===== config.mk =====
export PLATFORM = sky130hd
export DESIGN_NAME = packet_slot_allocator_flat
export DESIGN_NICKNAME = d
export VERILOG_FILES = /design/src/rtl/packet_slot_allocator_if.sv /design/src/rtl/packet_slot_allocator.sv /design/src/flat_wrapper.sv
export SDC_FILE = /design/constraint.sdc
export NUM_CORES = 1
export LEC_CHECK = 0
export BUFFER_PORTS_ARGS = -buffer_cell sky130_fd_sc_hd__clkbuf_2
export CAP_MARGIN = 20
export CELL_PAD_IN_SITES_DETAIL_PLACEMENT = 2
export CELL_PAD_IN_SITES_GLOBAL_PLACEMENT = 2
export CORE_UTILIZATION = 35
export CTS_BUF_LIST = sky130_fd_sc_hd__clkbuf_4 sky130_fd_sc_hd__clkbuf_8
export CTS_CLUSTER_DIAMETER = 150
export DETAILED_ROUTE_END_ITERATION = 10
export PLACE_DENSITY = 0.95
export SYNTH_ARGS = -nofsm -noshare
export SYNTH_HDL_FRONTEND = slang
export SYNTH_SLANG_ARGS = --single-unit

===== constraint.sdc =====
create_clock -name clk -period 5.7 [get_ports clk]
set_clock_uncertainty 0.15 [all_clocks]
set_input_delay 1.425 -clock clk [delete_from_list [all_inputs] [get_ports clk]]
set_output_delay 1.425 -clock clk [all_outputs]
set_load 0.005 [all_outputs]

===== src/rtl/packet_slot_allocator_if.sv =====
// Allocate/release handshake between a slot requester and packet_slot_allocator.
interface packet_slot_allocator_if #(
    parameter int unsigned NUM_ENTRIES = 8
);
    localparam int unsigned IDX_W = $clog2(NUM_ENTRIES);

    logic             alloc_req;
    logic             alloc_gnt;
    logic [IDX_W-1:0] alloc_index;
    logic             release_valid;
    logic [IDX_W-1:0] release_index;

    modport master (
        output alloc_req,
        output release_valid,
        output release_index,
        input  alloc_gnt,
        input  alloc_index
    );

    modport slave (
        input  alloc_req,
        input  release_valid,
        input  release_index,
        output alloc_gnt,
        output alloc_index
    );
endinterface


===== src/rtl/packet_slot_allocator.sv =====
// Free-slot bitmap owner: post-reset clear sweep, highest-index-first allocation,
// release handling with occupancy count and sticky error flags.
module next_free_index_comb #(
    parameter int unsigned NUM_ENTRIES = 8,
    parameter int unsigned IDX_W       = $clog2(NUM_ENTRIES)
) (
    input  logic [NUM_ENTRIES-1:0] free_map,
    output logic [IDX_W-1:0]       next_free_index,
    output logic                   next_free_index_valid
);
    // Ascending scan, so the highest free index is the last one written.
    always_comb begin
        next_free_index       = '0;
        next_free_index_valid = 1'b0;
        for (int unsigned i = 0; i < NUM_ENTRIES; i++) begin
            if (free_map[i]) begin
                next_free_index       = IDX_W'(i);
                next_free_index_valid = 1'b1;
            end
        end
    end
endmodule

module packet_slot_allocator #(
    parameter int unsigned NUM_ENTRIES = 8
) (
    input  logic                               clk,
    input  logic                               rst,
    packet_slot_allocator_if.slave             bus,
    output logic                               clear_en,
    output logic [$clog2(NUM_ENTRIES)-1:0]     clear_index,
    output logic                               init_busy,
    output logic [$clog2(NUM_ENTRIES+1)-1:0]   used_count,
    output logic                               full,
    output logic                               empty,
    input  logic                               err_clear,
    output logic                               err_double_free,
    output logic                               err_bad_index
);
    localparam int unsigned IDX_W = $clog2(NUM_ENTRIES);
    localparam int unsigned CNT_W = $clog2(NUM_ENTRIES + 1);

    typedef enum logic {INIT, READY} state_t;

    state_t                 state, next_state;
    logic [IDX_W-1:0]       sweep_cnt;
    logic [NUM_ENTRIES-1:0] bitmap;
    logic [IDX_W-1:0]       nf_index;
    logic                   nf_valid;
    logic                   sweep_last;
    logic                   alloc_fire;
    logic                   rel_bad;
    logic                   rel_double;
    logic                   rel_ok;

    next_free_index_comb #(
        .NUM_ENTRIES (NUM_ENTRIES),
        .IDX_W       (IDX_W)
    ) u_next_free (
        .free_map              (bitmap),
        .next_free_index       (nf_index),
        .next_free_index_valid (nf_valid)
    );

    always_ff @(posedge clk) begin
        if (rst) state <= INIT;
        else     state <= next_state;
    end

    always_comb begin
        next_state    = state;
        clear_en      = 1'b0;
        init_busy     = 1'b0;
        bus.alloc_gnt = 1'b0;
        case (state)
            INIT: begin
                clear_en  = 1'b1;
                init_busy = 1'b1;
                if (sweep_last) next_state = READY;
            end
            READY: bus.alloc_gnt = nf_valid;
            default: next_state = INIT;
        endcase
    end

    assign bus.alloc_index = nf_index;
    assign clear_index     = sweep_cnt;
    assign sweep_last      = (sweep_cnt == IDX_W'(NUM_ENTRIES - 1));

    // Out-of-range is checked first so the bitmap is never indexed past its end.
    always_comb begin
        alloc_fire = bus.alloc_req && bus.alloc_gnt;
        rel_bad    = 1'b0;
        rel_double = 1'b0;
        rel_ok     = 1'b0;
        if (state == READY && bus.release_valid) begin
            if ({1'b0, bus.release_index} >= (IDX_W + 1)'(NUM_ENTRIES)) rel_bad = 1'b1;
            else if (bitmap[bus.release_index])                         rel_double = 1'b1;
            else                                                        rel_ok = 1'b1;
        end
    end

    always_ff @(posedge clk) begin
        if (rst) begin
            sweep_cnt       <= '0;
            bitmap          <= '0;
            used_count      <= '0;
            err_double_free <= 1'b0;
            err_bad_index   <= 1'b0;
        end else begin
            if (state == INIT) begin
                bitmap[sweep_cnt] <= 1'b1;
                sweep_cnt         <= sweep_last ? '0 : sweep_cnt + 1'b1;
            end else begin
                if (alloc_fire) bitmap[bus.alloc_index]   <= 1'b0;
                if (rel_ok)     bitmap[bus.release_index] <= 1'b1;
                if (alloc_fire && !rel_ok)      used_count <= used_count + 1'b1;
                else if (rel_ok && !alloc_fire) used_count <= used_count - 1'b1;
            end
            // A new error in the same cycle overrides err_clear.
            if (err_clear)  err_double_free <= 1'b0;
            if (rel_double) err_double_free <= 1'b1;
            if (err_clear)  err_bad_index   <= 1'b0;
            if (rel_bad)    err_bad_index   <= 1'b1;
        end
    end

    assign full  = (used_count == CNT_W'(NUM_ENTRIES));
    assign empty = (used_count == '0);
endmodule


===== src/flat_wrapper.sv =====
// flat-port wrapper written by rule: the top's interface ports become plain ports
module packet_slot_allocator_flat 
#(
    parameter int unsigned NUM_ENTRIES = 8
)
  (clk, rst, clear_en, clear_index, init_busy, used_count, full, empty, err_clear, err_double_free, err_bad_index, bus_alloc_req, bus_release_valid, bus_release_index, bus_alloc_gnt, bus_alloc_index);
  packet_slot_allocator_if #(.NUM_ENTRIES(NUM_ENTRIES)) bus_i ();
  input  logic clk;
  input  logic rst;
  output logic clear_en;
  output logic [$clog2(NUM_ENTRIES)-1:0] clear_index;
  output logic init_busy;
  output logic [$clog2(NUM_ENTRIES+1)-1:0] used_count;
  output logic full;
  output logic empty;
  input  logic err_clear;
  output logic err_double_free;
  output logic err_bad_index;
  input wire logic [$bits(bus_i.alloc_req)-1:0] bus_alloc_req;
  input wire logic [$bits(bus_i.release_valid)-1:0] bus_release_valid;
  input wire logic [$bits(bus_i.release_index)-1:0] bus_release_index;
  output wire logic [$bits(bus_i.alloc_gnt)-1:0] bus_alloc_gnt;
  output wire logic [$bits(bus_i.alloc_index)-1:0] bus_alloc_index;
  assign bus_i.alloc_req = bus_alloc_req;
  assign bus_i.release_valid = bus_release_valid;
  assign bus_i.release_index = bus_release_index;
  assign bus_alloc_gnt = bus_i.alloc_gnt;
  assign bus_alloc_index = bus_i.alloc_index;
  packet_slot_allocator #(.NUM_ENTRIES(NUM_ENTRIES)) u_core (.clk(clk), .rst(rst), .bus(bus_i), .clear_en(clear_en), .clear_index(clear_index), .init_busy(init_busy), .used_count(used_count), .full(full), .empty(empty), .err_clear(err_clear), .err_double_free(err_double_free), .err_bad_index(err_bad_index));
endmodule

# --- Yosys cells after proc, flatten, opt, wreduce, memory -nomap -nowiden ---
# Cells that the tools add are included.
word_totals:
  output_inout_bits: 17
  elab_cells: 74
  input_bits: 8
  ff_bits: 17
op_classes:
  n_eq_ne: 2
  n_addsub: 3
  order_cmp: 6
  n_reduce_logical: 13
  bitwise_logic: 4
  n_mux: 41
op_table:
  columns: ["operator", "n"]
  rows:
  - ["2-to-1 mux 8 bit", 5]
  - ["2-to-1 mux 1 bit", 23]
  - ["2-to-1 mux 3 bit", 7]
  - ["OR 8 bit", 2]
  - ["less-than comparator 3 x 4 -> 1 bit (second input constant)", 3]
  - ["demux 1 bit (select 3 bit)", 3]
  - [">= comparator 3 x 1 -> 1 bit (second input constant)", 3]
  - ["AND 8 bit", 1]
  - ["2-to-1 mux 4 bit", 2]
  - ["NOT 8 bit", 1]
  - ["logical AND 1 bit", 7]
  - ["adder 4 x 1 -> 4 bit (second input constant)", 1]
  - ["== test 4 bit (second input constant)", 1]
  - ["zero test 4 bit", 1]
  - ["nonzero test 2 bit", 2]
  - ["subtractor 4 x 1 -> 4 bit (second input constant)", 1]
  - ["adder 3 x 1 -> 3 bit (second input constant)", 1]
  - ["binary-select mux 1 bit (select 3 bit)", 1]
  - ["== test 3 bit (second input constant)", 1]
  - ["zero test 1 bit", 2]
  - ["AND reduction 2 bit", 1]

# --- Logic depth before layout (Yosys ltp) ---
depth:
  depth_word: 19
  depth_mapped: 11
  mapped_depth_nobuf: 10

# --- Hierarchy ---
# From an unflattened synthesis, not the netlist that was laid out.
hier_totals:
  cells_unflattened: 151
  hier_area_um2: 1176.1
modules_own_cells:
  columns: ["module", "cells_per_inst", "seq_area_each_um2", "n_inst", "area_per_inst_um2"]
  rows:
  - ["packet_slot_allocator", 139, 340.3, 1, 1118.6]
  - ["next_free_index_comb", 12, 0.0, 1, 57.6]

# --- Least setup slack after synthesis ---
# Ideal clock, no wire load.
synth_path:
  path_type: "in2reg"
  from: "in bus_release_index[2]"
  to: "reg u_core.used_count[3]"
  cell_stages: 11
  n_path_buf: 1
  required_ns: 5.479
  arrival_time_ns: 4.053
  setup_time_ns: 0.071
  slack_ns: 1.426
  cell_sequence: "clkbuf_1 > mux4_1 > mux2i_1 > nand3_1 > ha_1 > inv_1 > ha_1 > and3_1 > or4b_1 > a21o_1 > a21oi_1"
synth_between:
  elab_chain_len: 8
  word_cells_on_any_way: 10
  classes_between: "5 x mux; 5 x reduce/logical"
synth_lines:
  columns: ["item", "line", "source"]
  rows:
  - ["from (decl)", "flat_wrapper.sv:21", "input wire logic [$bits(bus_i.release_index)-1:0] bus_release_index;"]
  - ["binary-select mux 1 bit (select 3 bit) *", "packet_slot_allocator.sv:98", "else if (bitmap[bus.release_index]) rel_double = 1'b1;"]
  - ["2-to-1 mux 1 bit (implied by the code) *", "packet_slot_allocator.sv:98", null]
  - ["2-to-1 mux 1 bit *", "packet_slot_allocator.sv:98", null]
  - ["2-to-1 mux 1 bit *", "packet_slot_allocator.sv:96", "if (state == READY && bus.release_valid) begin"]
  - ["zero test 1 bit", "packet_slot_allocator.sv:117", "if (alloc_fire && !rel_ok) used_count <= used_count + 1'b1;"]
  - ["logical AND 1 bit", "packet_slot_allocator.sv:117", null]
  - ["nonzero test 2 bit (no line)", null, null]
  - ["AND reduction 2 bit (no line)", null, null]
  - ["to (signal assigned)", "packet_slot_allocator.sv:117", null]
  - ["to (signal assigned)", "packet_slot_allocator.sv:118", "else if (rel_ok && !alloc_fire) used_count <= used_count - 1'b1;"]
  - ["to (decl)", "packet_slot_allocator.sv:33", "output logic [$clog2(NUM_ENTRIES+1)-1:0] used_count,"]
# Mark *: on every way between the ends. The rest lies on a longest branch, timed or not. The select of a mux whose other input is x is not followed.
# A chain may end at the register's enable or synchronous reset.

# --- Worst setup path in the final report ---
# Same ends and word-level chain as after synthesis.

==> flow_summary.ini <==
[run_status]
status = finished, final reports clean

[clocking]
htree_num_levels = 1
cts_inserted_buffers = 3
insertion_delay_ps = 310
clk_path_buf_depth = 2
hold_buffers = 0
post_cts_buffers = 0
cts_tree = done
cts.repair.resized = 0
root_buffer = clkbuf_4
clkTransAtPathRegs_ps = 110
cts_sinks = 17

[placed_design]
port_buffers = 23
dp_hpwl_mm = 2.98
gp_congestion = 0.808

[floorplanning]
die_y_um = 60.2
die_x_um = 60.2
rows = 20
io_pins = 25
core_um2 = 3130
die_area_um2 = 3630
initial_core_util_pct = 37.9

[grt]
antenna_found_initial = 0
grt_max_degree = 28
grt_pass1_vias = 1268
grt_pass1_wl_mm = 6.07
grt-ovfl-total = 0
grt_usage_pct = 23.3

[sta]
min_period_ps = 4180
max_freq_ghz = 0.240
setup-tns-final_ps = 0
rsz0062_at_grt = false
timing_hold_violations_final = 0
period_share_pct = 73.3
tightest_slew_ps = 942
slew_headroom_pct = 37.1
setup_viol = 0
timing.final.max_slew_violations = 0

[job]
max_cap_violations = 0

[critical_path]
r2r_setup_slack_ps = 2340
crit_fanout = 7
r2r_cells = 10
cpPeakStageDelay_ps = 570
cp.arrival_ps = 4270
critPathCaptureType = flop
r2r_start = u_core.bitmap[7]
crit_family = simple AND/OR/NAND/NOR gates
cpMaxStageDelayCell = mux4_1
crit_path_frequent_cell = ha_1
r2r-end = u_core.used_count[3]
crit_path_start_kind = input pin
crit_type = in2reg
crit_buf_inv = 2
worstPathRequired_ps = 5800
path_cells = clkbuf_2 -> mux4_1 -> mux2i_1 -> nand3_1 -> ha_1 -> inv_1 -> ha_1 -> and3_1 -> or4b_1 -> a21o_1 -> a21oi_1

[routing]
wl_per_cell_um = 18.9
num_vias = 1197
routed_wl_mm = 3.84
drc = 0
antenna_left = 0
drt_iter0_drc = 61
dr.pass1.iters = 4
via_per_inst = 5.90

[hold_path]
min_from = u_core.used_count[3]
hold_end = u_core.used_count[3]
whs_path_depth = 2
hp-class = reg2reg

[power_and_ir_drop]
peakVddDrop_uv = 102
p_leak_uw = 0.000522
power_density_nw_per_um2 = 210
power_uw = 279

[layout]
regArea_um2 = 340
final_common_cell = clkbuf_2
layout.nets = 174
fin_util_pct = 42.5
areaGrowthSynthToFinish_pct = 12.0
final.fill_count = 379
multiInputGateArea_um2 = 766
final_cell_mix = 23 x clkbuf_2, 22 x nor2_1, 17 x dfxtp_1
drive_gt1_share_pct = 21.4
antenna_cells = 0

[yosys]
ys_seq_elements = 17
syn_area_per_cell_um2 = 8.24
netlist_instances = 144
synth-edff-count = 0
syn-num-nets = 158
synth_ff_type = dfxtp_1
synthesis.area_um2 = 1190
yosysWarningCount = 0
yosys.area.top_type = dfxtp_1
yosys-top-cells-area = dfxtp_1 29%, nor2_1 7.0%, ha_1 5.3%
yosysSeqAreaShare_pct = 28.7
synth_cell_type_count = 44
ys_async_sr_fraction_pct = 0
yosysTopAreaCellShare_pct = 28.7
-- report_power, final --
| group | switching (uW) | internal, uW |
|---|---|---|
| Clock | 43.7 | 32.1 |
| Combinational | 32.9 | 29.7 |
| Sequential | 15.5 | 125 |
-- metrics by stage --
step                hold slack (ps)  instances  instance area, um^2  worst slack (ps)
finish                          384        203                 1330              1520
global route                    417        203                 1330              1430
CTS                             386        203                 1330              1540
detailed placement              369        199                 1300              1210
global placement                351        199                 1300              1390
floorplan                       343        144                 1190              1430
-- synth_stat cells, types with 2 or more instances --
| master | count |
|---|---|
| inv_1 | 6 |
| dfxtp_1 | 17 |
| nand2b_1 | 3 |
| a21oi_1 | 7 |
| buf_4 | 3 |
| a31oi_1 | 2 |
| o31ai_1 | 5 |
| o21ai_0 | 4 |
| xnor2_1 | 2 |
| nor3_1 | 8 |
| a211oi_1 | 4 |
| nand3b_1 | 3 |
| o221a_2 | 2 |
| clkbuf_1 | 8 |
| nand3_1 | 2 |
| nor2b_1 | 3 |
| nor2_1 | 22 |
| nor4_1 | 2 |
| nor3b_1 | 2 |
| o41ai_1 | 2 |
| ha_1 | 5 |
| o211ai_1 | 2 |
| a21o_1 | 2 |
| mux2i_1 | 3 |
| nand2_1 | 5 |
| o31a_1 | 2 |
-- cell families (layout without fill, tap and decap cells) --
logic type	Yosys count	after routing	synth area share [%]
simple gates	60	60	28.3
flops	17	17	28.7
other cells	1	1	0.316
fa+ha+maj	6	6	6.96
xor+xnor	2	2	1.48
buf+inv	18	33	6.75
compound gates	35	35	20.9
mux	5	5	6.65
-- layer usage --
layer  wire length (um)  track usage, %  up-vias
met3                170            3.68       11
met1               1530            25.7      595
met5                  0               0        -
met2               2040            42.5       34
li1                   -               -      557
met4                 99            11.3        0
-- area by class of cell --
class                   instances  area share (%)
clock buffers                   4            2.26
inverters                       6            1.69
multi-input cells             109            57.6
flip-flops and latches         17            25.6
well taps                      44            4.14
repair buffers                 23            8.66
-- state kept, by name, indices dropped and copies added, names as in the netlist --
name,cells
u_core.clear_index,3
u_core.err_double_free,1
u_core.bitmap,8
u_core.used_count,4
u_core.state,1
-- how the worst max path moves through the flow --
stage                     slack (ps)  cells after the start                   end                  from
after CTS                       1540                     11  u_core.used_count[3]  bus_release_index[2]
after floorplan                 1430                     11  u_core.used_count[3]  bus_release_index[2]
final                           1520                     11  u_core.used_count[3]  bus_release_index[2]
after detailed placement        1210                     11  u_core.used_count[3]  bus_release_index[2]
after global routing            1430                     11  u_core.used_count[3]  bus_release_index[2]
after global placement          1390                     11  u_core.used_count[3]  bus_release_index[2]
-- worst register-to-register path, delay by kind of cell, from the launching register on --
family,cells,cell delay (ps)
adder cells (fa/ha/maj),2,530
buffers and inverters,1,130
AND/OR/NAND/NOR,5,1760
flip-flops,1,420
AO/OA/AOI/OAI,2,330
Power figures use the tool's default switching activity.
